**config.mk**
```make
export PLATFORM = sky130hd
export DESIGN_NAME = mem_access_unit_flat
export DESIGN_NICKNAME = d
export VERILOG_FILES = /design/src/rtl/mem_access_unit_if.sv /design/src/rtl/mem_access_unit.sv /design/src/flat_wrapper.sv
export SDC_FILE = /design/constraint.sdc
export NUM_CORES = 1
export LEC_CHECK = 0
export ABC_AREA = 1
export CAP_MARGIN = 30
export CORE_MARGIN = 3
export CORE_UTILIZATION = 45
export CTS_CLUSTER_DIAMETER = 100
export DETAILED_ROUTE_END_ITERATION = 6
export PLACE_DENSITY = 0.84
export RECOVER_POWER = 25
export SKIP_CTS_REPAIR_TIMING = 1
export SLEW_MARGIN = 15
export SYNTH_ARGS = -nofsm -noshare
export SYNTH_HDL_FRONTEND = slang
export SYNTH_SLANG_ARGS = --single-unit
```
**constraint.sdc**
```tcl
create_clock -name clk -period 2.31 [get_ports clk]
set_clock_uncertainty 0.2 [all_clocks]
set_input_delay 0.462 -clock clk [delete_from_list [all_inputs] [get_ports clk]]
set_output_delay 0.462 -clock clk [all_outputs]
set_load 0.01 [all_outputs]
```
**src/rtl/mem_access_unit_if.sv**
```systemverilog
// mem_access_unit_if: EX->MEM op request plus single-port data-RAM bundle.
interface mem_access_unit_if #(parameter int RAM_AW = 8);
  logic              valid_in;
  logic              flush;
  logic              L_type;
  logic              S_type;
  logic [2:0]        funct3;
  logic [31:0]       addr;
  logic [31:0]       store_data;
  logic              data_RAM_R_en;
  logic              data_RAM_W_en;
  logic [RAM_AW-1:0] ram_addr;
  logic [31:0]       ram_wdata;
  logic [31:0]       ram_rdata;
  logic [31:0]       load_data;
  logic              mem_fault;
  logic              pipe_ready_go;
  modport master (
    output valid_in, flush, L_type, S_type, funct3, addr, store_data, ram_rdata,
    input  data_RAM_R_en, data_RAM_W_en, ram_addr, ram_wdata, load_data, mem_fault, pipe_ready_go
  );
  modport slave (
    input  valid_in, flush, L_type, S_type, funct3, addr, store_data, ram_rdata,
    output data_RAM_R_en, data_RAM_W_en, ram_addr, ram_wdata, load_data, mem_fault, pipe_ready_go
  );
endinterface

```
**src/rtl/mem_access_unit.sv**
```systemverilog
// mem_access_unit: MEM stage with sub-word loads and read-modify-write sub-word stores.
module mem_access_unit #(
  parameter int RAM_AW  = 8,
  parameter int RAM_LAT = 1
) (
  input logic          clk,
  input logic          rst,
  mem_access_unit_if.slave bus
);
  localparam int CW = $clog2(RAM_LAT + 1);
  typedef enum logic [1:0] {IDLE, RD_WAIT, WRITE, DONE} state_t;
  state_t state, state_n;
  logic [CW-1:0] cnt, cnt_n;
  logic [31:0] load_q, load_n, merge_q, merge_n;
  logic op, legal, misalign, fault, last;
  logic [4:0] sh;
  logic [31:0] mask, lane, ext, merged;
  logic unused;
  assign unused   = &{1'b0, bus.addr[31:RAM_AW+2]};
  assign op       = bus.valid_in & (bus.L_type | bus.S_type);
  assign legal    = bus.L_type ? (bus.funct3 inside {3'd0, 3'd1, 3'd2, 3'd4, 3'd5})
                               : (bus.funct3 inside {3'd0, 3'd1, 3'd2});
  assign misalign = (bus.funct3[1:0] == 2'b01 & bus.addr[0]) | (bus.funct3[1:0] == 2'b10 & |bus.addr[1:0]);
  assign fault    = ~legal | misalign;
  assign last     = cnt == CW'(RAM_LAT);
  assign sh       = {bus.addr[1:0], 3'b000};
  assign mask     = bus.funct3[1:0] == 2'b00 ? 32'h0000_00ff :
                    bus.funct3[1:0] == 2'b01 ? 32'h0000_ffff : 32'hffff_ffff;
  assign lane     = (bus.ram_rdata >> sh) & mask;
  assign ext      = (bus.funct3[2] | bus.funct3[1]) ? lane :
                    bus.funct3[0] ? {{16{lane[15]}}, lane[15:0]} : {{24{lane[7]}}, lane[7:0]};
  // only the addressed lane changes; the rest of the word comes from the RAM read
  assign merged   = (merge_q & ~(mask << sh)) | ((bus.store_data & mask) << sh);
  assign bus.ram_addr  = bus.addr[RAM_AW+1:2];
  assign bus.load_data = load_q;
  always_comb begin
    state_n = state;
    cnt_n   = cnt;
    load_n  = load_q;
    merge_n = merge_q;
    bus.data_RAM_R_en = 1'b0;
    bus.data_RAM_W_en = 1'b0;
    bus.ram_wdata     = '0;
    bus.mem_fault     = 1'b0;
    bus.pipe_ready_go = 1'b0;
    if (rst) begin
      state_n = IDLE;
    end else if (bus.flush) begin
      state_n = IDLE;
      cnt_n   = '0;
    end else begin
      case (state)
        IDLE: begin
          if (!op) begin
            bus.pipe_ready_go = 1'b1;
          end else if (fault) begin
            bus.pipe_ready_go = 1'b1;
            bus.mem_fault     = 1'b1;
          end else if (!bus.L_type && bus.funct3[1:0] == 2'b10) begin
            bus.data_RAM_W_en = 1'b1;
            bus.ram_wdata     = bus.store_data;
            bus.pipe_ready_go = 1'b1;
          end else begin
            bus.data_RAM_R_en = 1'b1;
            state_n = RD_WAIT;
            cnt_n   = CW'(1);
          end
        end
        RD_WAIT: begin
          if (!last) begin
            cnt_n = cnt + 1'b1;
          end else begin
            cnt_n   = '0;
            state_n = bus.L_type ? DONE : WRITE;
            load_n  = bus.L_type ? ext : load_q;
            merge_n = bus.L_type ? merge_q : bus.ram_rdata;
          end
        end
        WRITE: begin
          bus.data_RAM_W_en = 1'b1;
          bus.ram_wdata     = merged;
          bus.pipe_ready_go = 1'b1;
          state_n = IDLE;
        end
        default: begin
          bus.pipe_ready_go = 1'b1;
          state_n = IDLE;
        end
      endcase
    end
  end
  always_ff @(posedge clk) begin
    if (rst) begin
      state   <= IDLE;
      cnt     <= '0;
      load_q  <= '0;
      merge_q <= '0;
    end else begin
      state   <= state_n;
      cnt     <= cnt_n;
      load_q  <= load_n;
      merge_q <= merge_n;
    end
  end
endmodule

```
**src/flat_wrapper.sv**
```systemverilog
// flat-port wrapper written by rule: the top's interface ports become plain ports
module mem_access_unit_flat 
#(
  parameter int RAM_AW  = 8,
  parameter int RAM_LAT = 1
)
  (clk, rst, bus_valid_in, bus_flush, bus_L_type, bus_S_type, bus_funct3, bus_addr, bus_store_data, bus_ram_rdata, bus_data_RAM_R_en, bus_data_RAM_W_en, bus_ram_addr, bus_ram_wdata, bus_load_data, bus_mem_fault, bus_pipe_ready_go);
  mem_access_unit_if #(.RAM_AW(RAM_AW)) bus_i ();
  input logic clk;
  input logic rst;
  input wire logic [$bits(bus_i.valid_in)-1:0] bus_valid_in;
  input wire logic [$bits(bus_i.flush)-1:0] bus_flush;
  input wire logic [$bits(bus_i.L_type)-1:0] bus_L_type;
  input wire logic [$bits(bus_i.S_type)-1:0] bus_S_type;
  input wire logic [$bits(bus_i.funct3)-1:0] bus_funct3;
  input wire logic [$bits(bus_i.addr)-1:0] bus_addr;
  input wire logic [$bits(bus_i.store_data)-1:0] bus_store_data;
  input wire logic [$bits(bus_i.ram_rdata)-1:0] bus_ram_rdata;
  output wire logic [$bits(bus_i.data_RAM_R_en)-1:0] bus_data_RAM_R_en;
  output wire logic [$bits(bus_i.data_RAM_W_en)-1:0] bus_data_RAM_W_en;
  output wire logic [$bits(bus_i.ram_addr)-1:0] bus_ram_addr;
  output wire logic [$bits(bus_i.ram_wdata)-1:0] bus_ram_wdata;
  output wire logic [$bits(bus_i.load_data)-1:0] bus_load_data;
  output wire logic [$bits(bus_i.mem_fault)-1:0] bus_mem_fault;
  output wire logic [$bits(bus_i.pipe_ready_go)-1:0] bus_pipe_ready_go;
  assign bus_i.valid_in = bus_valid_in;
  assign bus_i.flush = bus_flush;
  assign bus_i.L_type = bus_L_type;
  assign bus_i.S_type = bus_S_type;
  assign bus_i.funct3 = bus_funct3;
  assign bus_i.addr = bus_addr;
  assign bus_i.store_data = bus_store_data;
  assign bus_i.ram_rdata = bus_ram_rdata;
  assign bus_data_RAM_R_en = bus_i.data_RAM_R_en;
  assign bus_data_RAM_W_en = bus_i.data_RAM_W_en;
  assign bus_ram_addr = bus_i.ram_addr;
  assign bus_ram_wdata = bus_i.ram_wdata;
  assign bus_load_data = bus_i.load_data;
  assign bus_mem_fault = bus_i.mem_fault;
  assign bus_pipe_ready_go = bus_i.pipe_ready_go;
  mem_access_unit #(.RAM_AW(RAM_AW), .RAM_LAT(RAM_LAT)) u_core (.clk(clk), .rst(rst), .bus(bus_i));
endmodule
```
== After elaboration in Yosys (flattened, before gate mapping) ==
Cells that the tools add are included.
Widths: inputs -> output; s select.

* Register bits after elaboration: 67
* Word-level logic and storage cells: 93
* Input port bits: 105
* Output and inout bits: 76

* Shift-type cells: 3
* Multiplexer cells: 44
* Reductions and logical operators: 14
* Add/sub/neg operators: 1
* Bitwise operators: 15
* Equal/unequal tests: 12

{| class="wikitable"
|+ Operators with widths
! operator !! number
|-
| $mux 32 || 9
|-
| $and 32x32->32 || 3
|-
| $pmux 32 s2 || 1
|-
| $shl 32x5->32 || 2
|-
| $not 32->32 || 1
|-
| $or 32x32->32 || 1
|-
| $shr 32x5->32 || 1
|-
| $mux 1 || 26
|-
| $reduce_and 4->1 || 4
|-
| $mux 2 || 4
|-
| $eq 3x3->1 const B || 2
|-
| $pmux 1 s2 || 3
|-
| $reduce_bool 5->1 || 1
|-
| $eq 2x1->1 const B || 2
|-
| $eq 2x2->1 const B || 2
|-
| $logic_not 2->1 || 2
|-
| $ne 2x1->1 const B || 2
|-
| $ne 2x2->1 const B || 2
|-
| $or 1x1->1 || 4
|-
| $pmux 2 s2 || 1
|-
| $reduce_or 2->1 || 2
|-
| $and 1x1->1 || 3
|-
| $eq 3x1->1 const B || 1
|-
| $eq 3x2->1 const B || 1
|-
| other kinds (7) || 9
|}

== Longest topological paths before layout ==
* Word-level depth: 10
* Mapped depth: 11
* Gate-level depth less buffers: 9

== Worst setup path before layout ==
Ideal clock, no wire load.

* Path kind: input port to output port
* Start: input bus_addr[1]
* End: output bus_ram_wdata[30]
* Arrival time: 1534 ps
* Cell stages on the path: 7
* Buffers on the path: 2
* Path slack: 114 ps
* Path through: buf_4 -> nor2_4 -> nand2_1 -> a21oi_4 -> buf_6 -> nand3_1 -> a21oi_1

* Cells in the longest elaborated chain, start to end: 9

{| class="wikitable"
|+ RTL lines
! what !! line !! RTL
|-
| start, declared || flat_wrapper.sv:16 || <nowiki>input wire logic [$bits(bus_i.addr)-1:0] bus_addr;</nowiki>
|-
| parallel branches: the longest is 6 deep, another holds $shl 32x5->32 || n/a ||
|-
| $pmux 32 s2 (*) || mem_access_unit.sv:52 || <nowiki>case (state)</nowiki>
|-
| $mux 32 (*) || mem_access_unit.sv:48 || <nowiki>end else if (bus.flush) begin</nowiki>
|-
| $mux 32 (*) || mem_access_unit.sv:46 || <nowiki>if (rst) begin</nowiki>
|-
| end, declared || flat_wrapper.sv:22 || <nowiki>output wire logic [$bits(bus_i.ram_wdata)-1:0] bus_ram_wdata;</nowiki>
|}

Mark *: on every way between the ends.

== Worst setup path after layout ==
* Start: input bus_addr[1]
* End: output bus_ram_wdata[11]

Same word-level chain as after synthesis.

==> metrics.md <==
| Metric | Value |
|---|---|
| Pwr/cell area | `393.0 nW/µm²` |
| Average detailed-routed wire length per instance | `17.14 µm` |
| Adder-cell share of the synthesized area | `0%` |
| Peak ir drop on the vdd network | `0.4310 mV` |
| Synthesized area per cell | `5.770 µm²` |
| Max-slew violation count | `0` |
| Maximum number of buffers from clock root to sink | `2` |
| Final layout net count | `1114` |
| Synthesis-to-finish area growth | `58.27%` |
| Clock insertion delay at the later pin of the skew report | `0.35 ns` |
| Largest family of logic cells by synthesized area | `simple AND/OR/NAND/NOR gates` |
| Maximum cell stage delay along the critical path | `0.25 ns` |
| Number of flip-flops and latches in the synthesized netlist | `67` |
| Initial DRC Count | `616` |
| Simple logic cell fraction of the synthesized area | `40.91%` |
| Critical-path top delay cell | `sky130_fd_sc_hd__a21oi_4` |
| Final critical delay including setup and external delays | `2.551 ns` |
| Yosys Warn Count | `0` |
| Share of the clock period used by the worst path after layout | `110.4%` |
| Half-perimeter wire length after placement | `13000 µm` |
| Area fraction of the dominant cell type after synthesis | `28.28%` |
| Placeable core area | `10000 µm²` |
| Type of the worst min-delay path | `reg -> reg` |
| Crit-path cells | `buf_6 > buf_12 > nor2_4 > nand2_2 > a21oi_4 > clkbuf_16 > buf_12 > buf_4 > nand3_2 > a21oi_2 > buf_2` |
| Pre-CTS worst setup slack | `-0.9199 ns` |
| CTS root buf | `sky130_fd_sc_hd__clkbuf_8` |
| Instance count of the mapped netlist | `822` |
| # rows | `36` |
| Kind of launch point of the worst setup path | `input port` |
| Family of cells with the greatest summed delay on the critical path | `buffers and inverters` |
| Most instantiated flip-flop cell in the synthesis netlist | `sky130_fd_sc_hd__dfxtp_1` |
| TritonCTS Sinks | `67` |
| Achievable frequency | `392.1 MHz` |
| Top cell type by total area after synthesis | `sky130_fd_sc_hd__dfxtp_1` |
| Initial antenna violation count | `0` |
| Post-synthesis xor/xnor area fraction | `0%` |
| Most frequent cell on the critical path | `sky130_fd_sc_hd__buf_12` |
| Overall overflow remaining after global route | `0` |
| Critical Path End Type | `primary output` |
| Post-route ant nets | `0` |
| Share of total power in combinational logic | `26.6%` |
| Final Wtd Congestion | `0.9770` |
| # placed instances | `1100` |
| Actual slew at the worst max-slew pin | `0.2842 ns` |
| Count of input and output buffers | `142` |
| Vias in the first global route | `5536` |
| FF+latch area | `1343 µm²` |
| Switch share | `30.89%` |
| Run status | `complete, but fails checks` |
| All-layer global routing usage | `29.23%` |
| Clock buffer count from CTS | `9` |
| Sequential-to-total area share from yosys stat | `28.28%` |
| Top area cells in the synthesized netlist | `sky130_fd_sc_hd__dfxtp_1 (28%), sky130_fd_sc_hd__nand2_1 (15%), sky130_fd_sc_hd__nor2_1 (12%), sky130_fd_sc_hd__nand3_1 (11%), sky130_fd_sc_hd__a21oi_1 (8.0%)` |
| Worst rel slew slack | `80.81%` |
| Total leakage power | `3.308 nW` |
| Number of violations of the max-capacitance limit | `0` |
| Final setup margin | `-0.2407 ns` |
| Post-synthesis mux area share | `0%` |
| Final number of setup-violating endpoints | `36` |
| Netlist area before placement | `4743 µm²` |
| Number of synthesized flops with an enable pin | `0` |
| Clock-pin transition on the worst setup and hold timing paths | `0.08 ns` |
| Crit path arrival time | `1.89 ns` |
| TritonCTS clock tree | `yes` |
| Share of power burned in registers | `39.2%` |
| Starting density of the core | `47.43%` |
| Setup repair after global routing missed its margin | `yes` |
| Synthesized-area fraction occupied by ao, oa, aoi and oai cells | `18.33%` |
| Number of design rule violations left after detail routing | `0` |
| Synth Net Count | `927` |
| Category of the most critical setup path | `in -> out` |
| Async set-or-reset flop fraction in the synthesized netlist | `0%` |
| Global-route wire length before repair | `27460 µm` |
| Unique cell type count in the Yosys netlist | `31` |
| Count of filler cells inserted in the layout | `834` |
| Reg-to-reg slack, setup | `0.30 ns` |
| Failing checks | `setup timing` |
| Required time reported for the critical path endpoint | `1.65 ns` |
| Count of vias placed by the detailed router | `6355` |
| Max Fanout on Critical Path | `6` |
| Total count of hold-check failures in the final report | `0` |
| I/O Pins | `181` |
| TritonRoute pass-1 iters | `5` |
| Number of vias per cell | `5.541` |
| Largest net degree at the start of global routing | `49` |
| Internal power consumption | `2.039 mW` |
| Horizontal die dimension | `108.7 µm` |
| Inserted Diodes | `0` |
| Die Area | `11810 µm²` |
| Overall power of the completed layout | `2.950 mW` |
| Portion of total power attributed to the clock network | `34.2%` |
| Number of buffers and inverters on the critical path | `6` |
| Psw | `0.9114 mW` |
| Number of H-tree levels | `3` |
| Floorplan die height | `108.7 µm` |
| Number of non-filler instances in the completed layout | `1147` |
| Routed wire length | `19660 µm` |
| Share of layout cells above drive strength 1 | `24.75%` |
| Multi-input gate area | `3187 µm²` |
power groups by stage:
stage	Combinational [mW]	Clock [mW]	Sequential, mW
after floorplan	0.305	0	1.18
after global placement	0.614	0	1.18
after detailed placement	0.613	0	1.18
after CTS	0.617	1.02	1.16
after global routing	0.837	1.06	1.16
final	0.785	1.01	1.16
flip-flops by register name (all words and copies together) (netlist names):
signal,cells
u_core.merge_q,32
u_core.state,2
u_core.bus.load_data,32
u_core.cnt,1
metal layers:
metal  part of all wire, %  vias up  track usage [%]
met2                    46      371            47.75
met1                    40     2873            39.01
li1                      -     3038                -
met4                   4.7        0            9.919
met3                   9.2       73            5.092
met5                     0        -                0
synthesized netlist by cell type (3+ instances only):
| master | instances |
|---|---|
| sky130_fd_sc_hd__a21oi_1 | 76 |
| sky130_fd_sc_hd__nand2_2 | 3 |
| sky130_fd_sc_hd__nand3_1 | 100 |
| sky130_fd_sc_hd__inv_1 | 49 |
| sky130_fd_sc_hd__inv_2 | 6 |
| sky130_fd_sc_hd__o22ai_1 | 6 |
| sky130_fd_sc_hd__o21ai_1 | 23 |
| sky130_fd_sc_hd__dfxtp_1 | 67 |
| sky130_fd_sc_hd__clkinv_1 | 4 |
| sky130_fd_sc_hd__buf_4 | 16 |
| sky130_fd_sc_hd__buf_1 | 4 |
| sky130_fd_sc_hd__or2_1 | 9 |
| sky130_fd_sc_hd__nand2_1 | 195 |
| sky130_fd_sc_hd__buf_6 | 5 |
| sky130_fd_sc_hd__nor2_1 | 151 |
| sky130_fd_sc_hd__clkbuf_1 | 17 |
| sky130_fd_sc_hd__o21ai_0 | 54 |
| sky130_fd_sc_hd__buf_2 | 22 |
placed cells by master (no fill, tap or decap), drive strengths merged:
master,n
dlymetal6s2s,13
o311ai,1
buf,127
o221ai,1
nand2,198
dfxtp,67
nor2,154
inv,59
nand4,1
o21ai,79
nand3,101
a31oi,1
clkinv,6
nor3,2
o22ai,6
a21oi,78
clkbuf,20
clkdlybuf4s50,90
bufinv,1
or2,9
cells by family after synthesis:
logic type / Yosys count
simple gates: 465
compound gates: 166
buf+inv: 124
flops: 67
tightest hold or removal path: cells and delay by family, from the launching register on:
kind	cells	cell delay (ns)
flip-flops	1	0.30
buffers and inverters	1	0.06
AO/OA/AOI/OAI	1	0.06
final timing paths:
path / cells after the start / start / end
max: 11 / bus_addr[1] / bus_ram_wdata[11]
min: 2 / u_core.merge_q[11] / u_core.merge_q[11]
max reg2reg: 10 / u_core.state[0] / u_core.merge_q[31]
min reg2reg: 2 / u_core.merge_q[11] / u_core.merge_q[11]
metrics by stage:
stage / utilization [%] / TNS (ns) / hold WS [ns] / instance area, µm²
2_1_floorplan: - / 0 / 0.2298 / 4743
3_3_place_gp: 66.24 / -37.47 / 0.2436 / 6624
3_5_place_dp: 66.24 / -38.33 / 0.2533 / 6624
4_1_cts: 68.29 / -29.70 / 0.2672 / 6829
5_1_grt: 75.08 / -7.472 / 0.3007 / 7507
6_report: 75.08 / -6.035 / 0.2664 / 7507
layout make-up:
| type | instances | area share [%] |
|---|---|---|
| clock buffer | 9 | 1.650 |
| clock inverter | 7 | 1.083 |
| inverter | 59 | 3.050 |
| multi-input combinational | 631 | 42.45 |
| sequential | 67 | 17.88 |
| tap | 133 | 2.217 |
| timing repair buffer | 241 | 31.67 |
(Power assumes the default switching activity.)
